`src/rtl/regfile_pkg.sv`:
```
// regfile_pkg: shared defaults, named register addresses and address range helper for the register file
package regfile_pkg;
  localparam int DEFAULT_DATA_W = 16;
  localparam int DEFAULT_NUM_REGS = 8;
  typedef logic [2:0] reg_addr_t;
  localparam reg_addr_t R0 = 3'b000;
  localparam reg_addr_t R1 = 3'b001;
  localparam reg_addr_t R2 = 3'b010;
  localparam reg_addr_t R3 = 3'b011;
  localparam reg_addr_t R4 = 3'b100;
  localparam reg_addr_t R5 = 3'b101;
  localparam reg_addr_t R6 = 3'b110;
  localparam reg_addr_t R7 = 3'b111;
  function automatic logic addr_ok(int unsigned addr, int unsigned n);
    return addr < n;
  endfunction
endpackage

```
`src/rtl/regfile_if.sv`:
```
// regfile_if: write port plus two read ports of the register file, master drives addresses and write data
interface regfile_if
  import regfile_pkg::*;
#(
  parameter int DATA_W = DEFAULT_DATA_W,
  parameter int NUM_REGS = DEFAULT_NUM_REGS
);
  localparam int ADDR_W = $clog2(NUM_REGS);
  logic              w_en;
  logic [ADDR_W-1:0] w_addr;
  logic [DATA_W-1:0] w_data;
  logic [ADDR_W-1:0] ra_addr;
  logic [DATA_W-1:0] ra_data;
  logic              ra_valid;
  logic [ADDR_W-1:0] rb_addr;
  logic [DATA_W-1:0] rb_data;
  logic              rb_valid;
  modport master (
    output w_en, w_addr, w_data, ra_addr, rb_addr,
    input  ra_data, ra_valid, rb_data, rb_valid
  );
  modport slave (
    input  w_en, w_addr, w_data, ra_addr, rb_addr,
    output ra_data, ra_valid, rb_data, rb_valid
  );
endinterface

```
`src/rtl/regfile_read_port.sv`:
```
// regfile_read_port: combinational read mux with range check and valid select.
// REGFILE_BYPASS_EN adds same-cycle write-through from the write port.
module regfile_read_port
  import regfile_pkg::*;
#(
  parameter int DATA_W = DEFAULT_DATA_W,
  parameter int NUM_REGS = DEFAULT_NUM_REGS,
  parameter int ADDR_W = $clog2(NUM_REGS)
) (
  input  logic                             rst_i,
  input  logic [NUM_REGS-1:0][DATA_W-1:0]  regs_i,
  input  logic [NUM_REGS-1:0]              valid_i,
  input  logic [ADDR_W-1:0]                addr_i,
  input  logic                             w_en_i,
  input  logic [ADDR_W-1:0]                w_addr_i,
  input  logic [DATA_W-1:0]                w_data_i,
  output logic [DATA_W-1:0]                data_o,
  output logic                             valid_o
);
  logic in_range;
  assign in_range = addr_ok(32'(addr_i), NUM_REGS);
`ifdef REGFILE_BYPASS_EN
  logic hit;
  assign hit = !rst_i && w_en_i && (w_addr_i == addr_i) && in_range;
  assign data_o = hit ? w_data_i : in_range ? regs_i[addr_i] : '0;
  assign valid_o = hit || (in_range && valid_i[addr_i]);
`else
  logic unused_bypass;
  assign unused_bypass = ^{rst_i, w_en_i, w_addr_i, w_data_i};
  assign data_o = in_range ? regs_i[addr_i] : '0;
  assign valid_o = in_range && valid_i[addr_i];
`endif
endmodule

```
`src/rtl/regfile_2r1w.sv`:
```
// regfile_2r1w: NUM_REGS x DATA_W register file, one sync write port, two async read ports with valid flags.
// Optional REGFILE_BYPASS_EN forwards the in-flight write to matching read ports.
module regfile_2r1w
  import regfile_pkg::*;
#(
  parameter int DATA_W = DEFAULT_DATA_W,
  parameter int NUM_REGS = DEFAULT_NUM_REGS,
  parameter logic [DATA_W-1:0] RESET_VAL = '0
) (
  input logic      clk,
  input logic      rst,
  regfile_if.slave bus
);
  logic [NUM_REGS-1:0][DATA_W-1:0] regs_q, regs_d;
  logic [NUM_REGS-1:0]             valid_q, valid_d;
  logic                            wr;
  // out-of-range writes are dropped here so they never touch state
  assign wr = bus.w_en && addr_ok(32'(bus.w_addr), NUM_REGS);
  always_comb begin
    regs_d = regs_q;
    valid_d = valid_q;
    for (int i = 0; i < NUM_REGS; i++) begin
      regs_d[i] = (wr && 32'(bus.w_addr) == i) ? bus.w_data : regs_q[i];
      valid_d[i] = (wr && 32'(bus.w_addr) == i) || valid_q[i];
    end
  end
  always_ff @(posedge clk) begin
    regs_q <= rst ? {NUM_REGS{RESET_VAL}} : regs_d;
    valid_q <= rst ? '0 : valid_d;
  end
  regfile_read_port #(.DATA_W(DATA_W), .NUM_REGS(NUM_REGS)) u_port_a (
    .rst_i    (rst),
    .regs_i   (regs_q),
    .valid_i  (valid_q),
    .addr_i   (bus.ra_addr),
    .w_en_i   (bus.w_en),
    .w_addr_i (bus.w_addr),
    .w_data_i (bus.w_data),
    .data_o   (bus.ra_data),
    .valid_o  (bus.ra_valid)
  );
  regfile_read_port #(.DATA_W(DATA_W), .NUM_REGS(NUM_REGS)) u_port_b (
    .rst_i    (rst),
    .regs_i   (regs_q),
    .valid_i  (valid_q),
    .addr_i   (bus.rb_addr),
    .w_en_i   (bus.w_en),
    .w_addr_i (bus.w_addr),
    .w_data_i (bus.w_data),
    .data_o   (bus.rb_data),
    .valid_o  (bus.rb_valid)
  );
endmodule

```
`src/flat_wrapper.sv`:
```
// flat-port wrapper written by rule: the top's interface ports become plain ports
module regfile_2r1w_flat import regfile_pkg::*;
#(
  parameter int DATA_W = DEFAULT_DATA_W,
  parameter int NUM_REGS = DEFAULT_NUM_REGS,
  parameter logic [DATA_W-1:0] RESET_VAL = '0
)
  (clk, rst, bus_w_en, bus_w_addr, bus_w_data, bus_ra_addr, bus_rb_addr, bus_ra_data, bus_ra_valid, bus_rb_data, bus_rb_valid);
  regfile_if #(.DATA_W(DATA_W), .NUM_REGS(NUM_REGS)) bus_i ();
  input logic clk;
  input logic rst;
  input wire logic [$bits(bus_i.w_en)-1:0] bus_w_en;
  input wire logic [$bits(bus_i.w_addr)-1:0] bus_w_addr;
  input wire logic [$bits(bus_i.w_data)-1:0] bus_w_data;
  input wire logic [$bits(bus_i.ra_addr)-1:0] bus_ra_addr;
  input wire logic [$bits(bus_i.rb_addr)-1:0] bus_rb_addr;
  output wire logic [$bits(bus_i.ra_data)-1:0] bus_ra_data;
  output wire logic [$bits(bus_i.ra_valid)-1:0] bus_ra_valid;
  output wire logic [$bits(bus_i.rb_data)-1:0] bus_rb_data;
  output wire logic [$bits(bus_i.rb_valid)-1:0] bus_rb_valid;
  assign bus_i.w_en = bus_w_en;
  assign bus_i.w_addr = bus_w_addr;
  assign bus_i.w_data = bus_w_data;
  assign bus_i.ra_addr = bus_ra_addr;
  assign bus_i.rb_addr = bus_rb_addr;
  assign bus_ra_data = bus_i.ra_data;
  assign bus_ra_valid = bus_i.ra_valid;
  assign bus_rb_data = bus_i.rb_data;
  assign bus_rb_valid = bus_i.rb_valid;
  regfile_2r1w #(.DATA_W(DATA_W), .NUM_REGS(NUM_REGS), .RESET_VAL(RESET_VAL)) u_core (.clk(clk), .rst(rst), .bus(bus_i));
endmodule
```
`config.mk`:
```
export PLATFORM = sky130hd
export DESIGN_NAME = regfile_2r1w_flat
export DESIGN_NICKNAME = d
export VERILOG_FILES = /design/src/rtl/regfile_pkg.sv /design/src/rtl/regfile_if.sv /design/src/rtl/regfile_read_port.sv /design/src/rtl/regfile_2r1w.sv /design/src/flat_wrapper.sv
export SDC_FILE = /design/constraint.sdc
export NUM_CORES = 1
export LEC_CHECK = 0
export ABC_AREA = 0
export CORE_UTILIZATION = 41
export DETAILED_ROUTE_END_ITERATION = 6
export PLACE_DENSITY = 0.62
export SKIP_CTS_REPAIR_TIMING = 1
export SYNTH_ARGS = -nofsm -noshare
export SYNTH_HDL_FRONTEND = slang
export SYNTH_SLANG_ARGS = --single-unit
```
`constraint.sdc`:
```
create_clock -name clk -period 2.8 [get_ports clk]
set_input_delay 0.56 -clock clk [delete_from_list [all_inputs] [get_ports clk]]
set_output_delay 0.56 -clock clk [all_outputs]
set_load 0.05 [all_outputs]
```
==> summary.md, run 1 <==
| Metric | Value |
|---|---|
| Status | `completed` |
| Vias | `5840` |
| Worst Setup End Kind | `primary output` |
| Initial Util | `42.35%` |
| Synth cell count leaders | `nand2_1, dfxtp_1, a21oi_1` |
| Area delta synth->final | `17.40%` |
| Hold Fails Final Rpt | `0` |
| Fin crit period | `2.634 ns` |
| Die area | `17840 µm²` |
| Max_cap viols | `0` |
| Clock Tree Buf Depth | `2` |
| Top-count cell post-synth | `nand2_1` |
| N_diodes | `0` |
| Ports | `62` |
| Core Box Area | `16760 µm²` |
| Clock skew | `0 ns` |
| Worst path slowest cell | `mux4_1` |
| First-pass GRT wire length | `31970 µm` |
| Drt first-iter violations | `519` |
| Synth top area share | `38.36%` |
| Power, Total | `4568 µW` |
| Synth Net Count | `764` |
| Sequential cell area fraction in the yosys report | `38.36%` |
| Top_reg_cell synth | `dfxtp_1` |
| Num CTS Buffers | `17` |
| Largest net degree at the start of global routing | `87` |
| Yosys cell types | `19` |
| GR peak layer | `met2` |
| Number of global-route vias before repair | `5697` |
| Die Ht | `133.6 µm` |
| Drt drc | `0` |
| Synth top area cells | `dfxtp_1, mux4_1, nand2_1` |
| Kind of critical path | `primary input to primary output` |
| Final instance area | `8333 µm²` |
| Hold wc startpoint | `u_core.regs_q[15]$_SDFFE_PP0P_` |
| Power density cells | `548.2 nW/µm²` |
| Worst setup SP type | `primary input` |
| GR Layer Usage met3 | `3.995%` |
| Buf/Inv on CP | `3` |
| Vias/cell | `5.863` |
| Clk Latency, worst-skew pair | `0.42 ns` |
| Met1 usage | `31.11%` |
| Final setup viols | `0` |
| Syn Inst Count | `736` |
| Mean Syn Cell Area | `9.644 µm²` |
| Mapped cell area | `7098 µm²` |
| R2R Path Start | `u_core.regs_q[34]$_SDFFE_PP0P_` |
| Setup ws final | `0.1660 ns` |
| I/O Buffers | `61` |
| Clock Tree Root | `clkbuf_16` |
| Share of cells above drive strength 1 | `19.59%` |
| Crit path cell chain | `buf_2 > buf_12 > mux4_1 > mux2_2 > buf_4` |
| Worst slew margin | `60.75%` |
| Top delay family on crit path | `multiplexers` |
| Total grt overflow | `0` |
| Area after DPL | `7791 µm²` |
| Worst Hold Slack | `0.4636 ns` |
| Max VDD drop | `508.8 µV` |
| Req. time, crit path | `2.24 ns` |
| Fin nets | `792` |
| GP Congestion | `0.7743` |
| Post-synth EDFFs | `0` |
| CTS Sinks | `136` |
| Met2 GRT Util | `40.31%` |
| CTS tree | `done` |
| Routed len/inst | `20.77 µm` |
| # H-tree levels | `4` |
| Setup TNS | `0 ns` |
| Synth Warn # | `0` |
| DRT Pass-1 Iters | `5` |
| Slew Limit Fails | `0` |
| Hold crit path type | `register to register` |
| Placement Setup Slack | `-0.006332 ns` |
| Critical Path Start | `bus_ra_addr[0]` |
| Worst-Margin Slew | `0.5888 ns` |
| Initial antenna violation count | `0` |
| Crit path DAT | `2.07 ns` |
| Post-DRT Antenna Nets | `0` |
| Biggest area consumer among synthesized cells | `dfxtp_1` |
| RSZ-0062 raised after global routing | `false` |
| Fill cells | `1534` |
| Routed Wire Length | `20690 µm` |
| Post-synth ARST share | `0%` |
| Final worst-path cycle share | `94.07%` |
| Row Count | `47` |
| CP Max Fanout | `34` |
| Overall routing resource usage | `24.06%` |
| Delay of the slowest cell on the worst path | `0.62 ns` |
| Fmax | `379.7 MHz` |
| Synthesis-stage register bit count | `136` |
| Leak pwr | `0.003182 µW` |
| Worst-path clk slew | `0.05 ns` |
| Die Wd | `133.6 µm` |
| Hpwl dp | `12700 µm` |
[report_power, final]
group | total (µW) | internal [µW] | switching (µW)
clock | 2060 | 1280 | 779
combinational | 494 | 204 | 290
sequential | 2010 | 1980 | 31.4
total | 4570 | 3470 | 1100
[logic make-up (layout without fill, tap and decap cells)]
group           Yosys count  after routing  share of synthesized area (%)
buf+inv                  82            122                          6.452
compound gates          128            128                          9.025
flops                   136            136                          38.36
mux                     102            102                          29.30
simple gates            288            288                          16.87
[sequential cells by signal (all words and copies together), names as in the netlist]
signal / cells
u_core.regs_q: 128
u_core.valid_q: 8
[layer usage]
layer / share of wire, % / vias to the layer above
li1: - / 2657
met1: 42 / 2915
met2: 50 / 232
met3: 5.8 / 36
met4: 2.0 / 0
met5: 0 / -
[worst reg2reg max path, delay by kind of cell, from the launching register on]
| kind | cells | cell delay (ns) |
|---|---|---|
| DFF | 1 | 0.34 |
| and+or+nand+nor | 1 | 0.07 |
| AOI/OAI and AO/OA | 1 | 0.18 |
[layout make-up]
class / instances / area, µm² / area share [%]
Sequential cell: 136 / 2723 / 32.67
Multi-Input combinational cell: 518 / 3918 / 47.01
Clock inverter: 3 / 40.04 / 0.4805
Timing Repair Buffer: 91 / 880.8 / 10.57
Tap cell: 220 / 275.3 / 3.303
Clock buffer: 28 / 496.7 / 5.961
[through the flow]
step,util [%],std cells
2_1_floorplan,-,736
3_3_place_gp,46.49,965
3_5_place_dp,46.49,965
4_1_cts,49.69,996
5_1_grt,49.72,996
6_report,49.72,996
[cells in the final DEF, fill, tap and decap left out]
cell type,Yosys,final
buf_4,11,54
clkinv_2,0,2
and4bb_2,3,3
dfxtp_1,136,136
nor2_1,16,16
mux4_2,24,24
clkbuf_8,0,3
bufinv_16,0,1
clkdlybuf4s50_1,0,22
dlymetal6s2s_1,0,2
and4_1,1,1
mux4_1,44,44
nand2_1,256,256
mux2_2,34,34
buf_2,33,2
or4b_1,1,1
clkbuf_16,0,17
nand4_1,1,1
clkbuf_1,29,8
nand4b_1,3,3
buf_12,0,11
and4b_1,3,3
nand4bb_1,3,3
a21oi_1,128,128
nor4b_4,1,1
[path summary, 6_finish.rpt]
check                                                      end  cells after the start  slack [ns]
worst max-delay path                            bus_ra_data[4]                      5        0.17
worst min-delay path            u_core.regs_q[15]$_SDFFE_PP0P_                      2        0.46
worst max register to register  u_core.regs_q[34]$_SDFFE_PP0P_                      2        2.13
worst min register to register  u_core.regs_q[15]$_SDFFE_PP0P_                      2        0.46
Power figures use the tool's default switching activity.
==> run 2: changes to the inputs <==
Settings changed: GPL_ROUTABILITY_DRIVEN set to 1.
==> results of run 2 <==
No change in the layout: final DEF, timing and power equal those of run 1.
